==> src/rtl/div_pkg.sv <==
// Shared constants and FSM state encoding for the divider exponent path.
package div_pkg;
    localparam int EW      = 8;
    localparam int BIAS    = (1 << (EW - 1)) - 1;
    localparam int EXP_MAX = (1 << EW) - 1;

    // Sequencing of the shared adder: subtract, add bias, wait, adjust, hold
    typedef enum logic [2:0] {
        S_IDLE,
        S_SUB,
        S_BIAS,
        S_WNORM,
        S_ADJ,
        S_DONE
    } state_t;
endpackage

==> src/rtl/exp_addsub.sv <==
// Single shared adder: y = a + b, or a + ~b + 1 when sub is set.
module exp_addsub #(
    parameter int W = 10
) (
    input  logic [W-1:0] a,
    input  logic [W-1:0] b,
    input  logic         sub,
    output logic [W-1:0] y
);
    import div_pkg::*;

    logic [W-1:0] b_eff;

    // Subtraction reuses the adder by inverting b and injecting carry-in
    always_comb begin
        b_eff = sub ? ~b : b;
        y     = a + b_eff + {{(W-1){1'b0}}, sub};
    end
endmodule

==> src/rtl/div_exp_seq.sv <==
// Quotient exponent sequencer: exp_q = exp_a - exp_b + BIAS - norm_dec,
// computed over several cycles on one shared adder, saturated on output.
// Optional build macro DIV_EXP_SPECIAL_EN adds a fast path for zero /
// all-ones exponents and a 'special' output flag.
module div_exp_seq #(
    parameter int EW   = div_pkg::EW,
    parameter int BIAS = div_pkg::BIAS
) (
    input  logic          clk,
    input  logic          rst,
    input  logic          in_valid,
    output logic          in_ready,
    input  logic [EW-1:0] exp_a,
    input  logic [EW-1:0] exp_b,
    input  logic          norm_valid,
    input  logic          norm_dec,
    output logic          norm_ack,
    output logic          out_valid,
    input  logic          out_ready,
    output logic [EW-1:0] exp_q,
    output logic          ovf,
`ifdef DIV_EXP_SPECIAL_EN
    output logic          unf,
    output logic          special
`else
    output logic          unf
`endif
);
    import div_pkg::*;

    localparam int AW   = EW + 2;
    localparam int EMAX = (1 << EW) - 1;

    state_t               state, state_nx;
    logic [EW-1:0]        ra, rb;
    logic signed [AW-1:0] acc;
    logic                 nd;
    logic [AW-1:0]        add_a, add_b, add_y;
    logic                 add_sub;
    logic                 is_special;

`ifdef DIV_EXP_SPECIAL_EN
    assign is_special = (ra == '0) || (ra == {EW{1'b1}}) ||
                        (rb == '0) || (rb == {EW{1'b1}});
`else
    assign is_special = 1'b0;
`endif

    exp_addsub #(.W(AW)) u_add (
        .a   (add_a),
        .b   (add_b),
        .sub (add_sub),
        .y   (add_y)
    );

    // State register
    always_ff @(posedge clk) begin
        if (rst) state <= S_IDLE;
        else     state <= state_nx;
    end

    // Next state, handshake outputs and per-state adder operand select
    always_comb begin
        state_nx  = state;
        in_ready  = 1'b0;
        norm_ack  = 1'b0;
        out_valid = 1'b0;
        add_a     = $unsigned(acc);
        add_b     = '0;
        add_sub   = 1'b0;
        case (state)
            S_IDLE: begin
                in_ready = 1'b1;
                if (in_valid) state_nx = S_SUB;
            end
            S_SUB: begin
                add_a    = {2'b00, ra};
                add_b    = {2'b00, rb};
                add_sub  = 1'b1;
                state_nx = is_special ? S_DONE : S_BIAS;
            end
            S_BIAS: begin
                add_b    = AW'(BIAS);
                state_nx = S_WNORM;
            end
            S_WNORM: begin
                // A flag arriving alongside reset is left for the next op
                if (norm_valid) begin
                    norm_ack = ~rst;
                    state_nx = S_ADJ;
                end
            end
            S_ADJ: begin
                add_b    = {{(AW-1){1'b0}}, nd};
                add_sub  = 1'b1;
                state_nx = S_DONE;
            end
            S_DONE: begin
                out_valid = 1'b1;
                if (out_ready) state_nx = S_IDLE;
            end
            default: state_nx = S_IDLE;
        endcase
    end

    // Operand latch, accumulator, and result classification on entry to DONE
    always_ff @(posedge clk) begin
        if (rst) begin
            ra    <= '0;
            rb    <= '0;
            acc   <= '0;
            nd    <= 1'b0;
            exp_q <= '0;
            ovf   <= 1'b0;
            unf   <= 1'b0;
`ifdef DIV_EXP_SPECIAL_EN
            special <= 1'b0;
`endif
        end else begin
            case (state)
                S_IDLE: begin
                    if (in_valid) begin
                        ra <= exp_a;
                        rb <= exp_b;
                    end
                end
                S_SUB: begin
                    acc <= $signed(add_y);
`ifdef DIV_EXP_SPECIAL_EN
                    if (is_special) begin
                        special <= 1'b1;
                        ovf     <= 1'b0;
                        unf     <= 1'b0;
                        exp_q   <= ((ra == {EW{1'b1}}) || (rb == '0)) ? {EW{1'b1}} : '0;
                    end
`endif
                end
                S_BIAS:  acc <= $signed(add_y);
                S_WNORM: if (norm_valid) nd <= norm_dec;
                S_ADJ: begin
                    acc <= $signed(add_y);
`ifdef DIV_EXP_SPECIAL_EN
                    special <= 1'b0;
`endif
                    if ($signed(add_y) >= EMAX) begin
                        exp_q <= {EW{1'b1}};
                        ovf   <= 1'b1;
                        unf   <= 1'b0;
                    end else if ($signed(add_y) <= 0) begin
                        exp_q <= '0;
                        ovf   <= 1'b0;
                        unf   <= 1'b1;
                    end else begin
                        exp_q <= add_y[EW-1:0];
                        ovf   <= 1'b0;
                        unf   <= 1'b0;
                    end
                end
                default: ;
            endcase
        end
    end
endmodule

==> config.mk <==
export PLATFORM = sky130hd
export DESIGN_NAME = div_exp_seq
export DESIGN_NICKNAME = d
export VERILOG_FILES = /design/src/rtl/div_pkg.sv /design/src/rtl/exp_addsub.sv /design/src/rtl/div_exp_seq.sv
export SDC_FILE = /design/constraint.sdc
export NUM_CORES = 1
export LEC_CHECK = 0
export ABC_AREA = 1
export BUFFER_PORTS_ARGS = -buffer_cell sky130_fd_sc_hd__buf_2
export CORE_ASPECT_RATIO = 0.6
export CORE_MARGIN = 5
export CORE_UTILIZATION = 40
export DETAILED_ROUTE_END_ITERATION = 7
export PLACE_DENSITY = 0.61
export SLEW_MARGIN = 20
export SYNTH_ARGS = -nofsm -noshare
export SYNTH_HDL_FRONTEND = slang
export SYNTH_SLANG_ARGS = --single-unit
==> constraint.sdc <==
create_clock -name clk -period 3.9 [get_ports clk]
set_input_delay 0.585 -clock clk [delete_from_list [all_inputs] [get_ports clk]]
set_output_delay 0.585 -clock clk [all_outputs]
set_load 0.01 [all_outputs]
==> flow_summary.ini <==
[grt]
grt_overflow = 0
grt_usage = 0.156
antenna_found_initial = 0
grt_max_degree = 34
grt_pass1_vias = 1980
grt_pass1_wl_mm = 9.56

[worst_setup_path]
cp.arrival_ns = 3.50
cp.depth = 17
required_ns = 4.09
critical_path.startpoint_type = flop
reg2reg_to = exp_q[6]
crit_family = simple AND/OR/NAND/NOR gates
reg2reg_slack_ns = 0.58
cp_max_fo = 25
r2r_cells = 17
path_class = reg -> reg
endpoint_kind = flop
path_cells = inv_4 -> nor2_8 -> inv_2 -> nand2_4 -> o21ai_0 -> fa_1 -> inv_1 -> nand3_1 -> nand2_1 -> nand4_1 -> o211ai_1 -> xor2_1 -> nand3_1 -> nand2_2 -> nand2_2 -> nand2_4 -> a21oi_2
regToRegStartpoint = state[2]
max_stage_delay_ns = 0.49
crit_buf_inv = 3
cp_slowest_cell = dfxtp_1

[die]
start_util = 0.417
ios = 35
fp.coreArea_sq_mm = 0.00562
die_w_um = 109
die-area_sq_mm = 0.00754
num_rows = 21
die_y_um = 69.3

[timing]
rsz0062_at_grt = no
fin_setup_tns_ns = 0
whs_ns = 0.451
finalMaxSlewViolations = 0
finalCritPeriodShare = 0.850
final-setup-viol-count = 0
period_needed_ns = 3.32
worstMarginPinSlew_ns = 0.831
fin_skew_ns = 0.00594
max_freq_mhz = 302
maxSlewHeadroom = 0.445
hold_viol = 0

[logic_synthesis]
ys_ff_latch = 40
synth_nets = 367
netlist_instances = 336
synth_area_sq_mm = 0.00234
ys_warn_count = 0
synth_area_per_cell_sq_um = 6.97
netlist-cell-type-count = 30
ys_seq_area_frac = 0.342

[clocking]
cts_inserted_buffers = 5
post_cts_buffers = 0
post_cts_resized = 0
path_clk_slew_ns = 0.08
clock_path_buffers = 2
cts_hold_buf = 0
clock-sinks = 40
tritoncts = done
htree_levels = 2
clk_latency_ns = 0.29
cts_root_buf = clkbuf_8

[pwr]
leakage_nw = 1.33
pwr_density_cell_mw_per_mm2 = 566
ir_drop_uv = 213

[final_layout]
finish.utilization = 0.474
insertedDiodeCount = 0
instances_no_fill = 447
fin_nets = 397
drive_above_1_share = 0.207
syn_to_final_growth_pct = 13.8
fill_cells = 576

[drt]
vias = 2163
wirelength_mm = 5.55
viasPerCell = 4.84
drc = 0
wl_per_cell_um = 12.4
first_iter_violations = 175
drtPass1Iterations = 4
ant_nets = 0

[placed_design]
portBuffers = 34
gp_congestion = 0.820
dpl.cell_count = 439
dp_hpwl_mm = 4.24

[worst_hold_path]
min_to = rb[2]
min_from = rb[2]
hold_depth = 2
hold_path.class = reg -> reg

[status]
run_status = complete, no violations

[flow_run]
drv_cap = 0
[registers in the layout (all words and copies together) (netlist names)]
register and flops:
unf 1, ovf 1, ra 8, exp_q 8, state 3, rb 8, nd 1, acc 10
[synthesized netlist by cell type]
| cell | instances | area share |
|---|---|---|
| nand2_1 | 52 | 0.083 |
| inv_1 | 49 | 0.078 |
| o21ai_0 | 44 | 0.094 |
| dfxtp_1 | 40 | 0.34 |
| a21oi_1 | 32 | 0.068 |
| nand3_1 | 21 | 0.045 |
| nor2_1 | 20 | 0.032 |
| clkbuf_1 | 11 | 0.018 |
| ha_1 | 8 | 0.043 |
| nand2_2 | 8 | 0.021 |
| a21oi_2 | 7 | 0.026 |
| nand3_2 | 5 | 0.021 |
| nand4_1 | 5 | 0.013 |
| inv_2 | 4 | 0.0064 |
| nor3_1 | 4 | 0.0085 |
| o211ai_1 | 4 | 0.013 |
| a21o_1 | 3 | 0.0096 |
| nand2_4 | 3 | 0.014 |
| o21bai_1 | 3 | 0.0096 |
| or2_2 | 2 | 0.0053 |
| xor2_1 | 2 | 0.0075 |
| a31oi_1 | 1 | 0.0027 |
| buf_2 | 1 | 0.0021 |
| fa_1 | 1 | 0.0085 |
| inv_4 | 1 | 0.0027 |
| nand3_4 | 1 | 0.0075 |
| nand3b_1 | 1 | 0.0032 |
| nor2_2 | 1 | 0.0027 |
| nor2_8 | 1 | 0.0085 |
| nor4_1 | 1 | 0.0027 |
[worst max path at each step]
stage	from	endpoint
2_1_floorplan	state[1]	exp_q[0]
3_3_place_gp	state[2]	unf
3_5_place_dp	state[2]	exp_q[6]
4_1_cts	state[2]	exp_q[0]
5_1_grt	state[2]	unf
6_report	state[2]	exp_q[6]
[power by group]
part           internal, mW  switching, mW  total, mW
Sequential            0.466         0.0279      0.494
Clock                 0.141          0.146      0.287
Combinational         0.236          0.493      0.729
Total                 0.844          0.667       1.51
[per-layer routing]
metal  part of all wire  GRT usage  vias up
li1                   -          -     1157
met1               0.54      0.248      957
met2               0.40      0.205       43
met3              0.049     0.0381        6
met4              0.011     0.0378        0
met5                  0          0        -
[stage by stage]
stage / cell area, sq um / worst slack [ns] / total power, mW
after floorplan: 2340 / 0.852 / 1.06
after global placement: 2570 / 0.687 / 1.22
after detailed placement: 2570 / 0.598 / 1.22
after CTS: 2670 / 0.568 / 1.52
after global routing: 2670 / 0.215 / 1.66
final: 2670 / 0.583 / 1.51
[layout make-up]
type | count | area (sq um) | share of cell area
tap | 80 | 100 | 0.0375
timing repair buffer | 35 | 178 | 0.0666
clock buffer | 6 | 82.6 | 0.0310
clock inverter | 2 | 10.0 | 0.00375
sequential | 40 | 801 | 0.300
inverter | 54 | 205 | 0.0769
multi-input combinational | 230 | 1290 | 0.484
[logic make-up (layout without fill, tap and decap cells)]
logic type | Yosys count | after routing | share of synthesized area
simple gates | 125 | 125 | 0.269
xor+xnor | 2 | 2 | 0.00748
buf+inv | 66 | 97 | 0.107
compound gates | 94 | 94 | 0.223
flops | 40 | 40 | 0.342
fa+ha+maj | 9 | 9 | 0.0513
[worst reg2reg max path: cells and delay by family (launching register included)]
kind                       cells  cell delay (ns)
AOI/OAI and AO/OA              3             0.39
xor gates and xnor gates       1             0.40
adders and majority gates      1             0.46
buffers and inverters          3             0.28
DFF                            1             0.49
and+or+nand+nor                9             1.20
[placed cells by master, fill, tap and decap left out, types with 5 or more instances in the layout]
master	synthesis	routed
o21ai_0	44	44
a21oi_1	32	32
nand2_1	52	52
inv_1	49	49
dfxtp_1	40	40
clkbuf_8	0	6
nand4_1	5	5
buf_2	1	34
nand2_2	8	8
nor2_1	20	20
nand3_2	5	5
a21oi_2	7	7
ha_1	8	8
nand3_1	21	21
No activity file was read; power rests on OpenSTA's default activity.
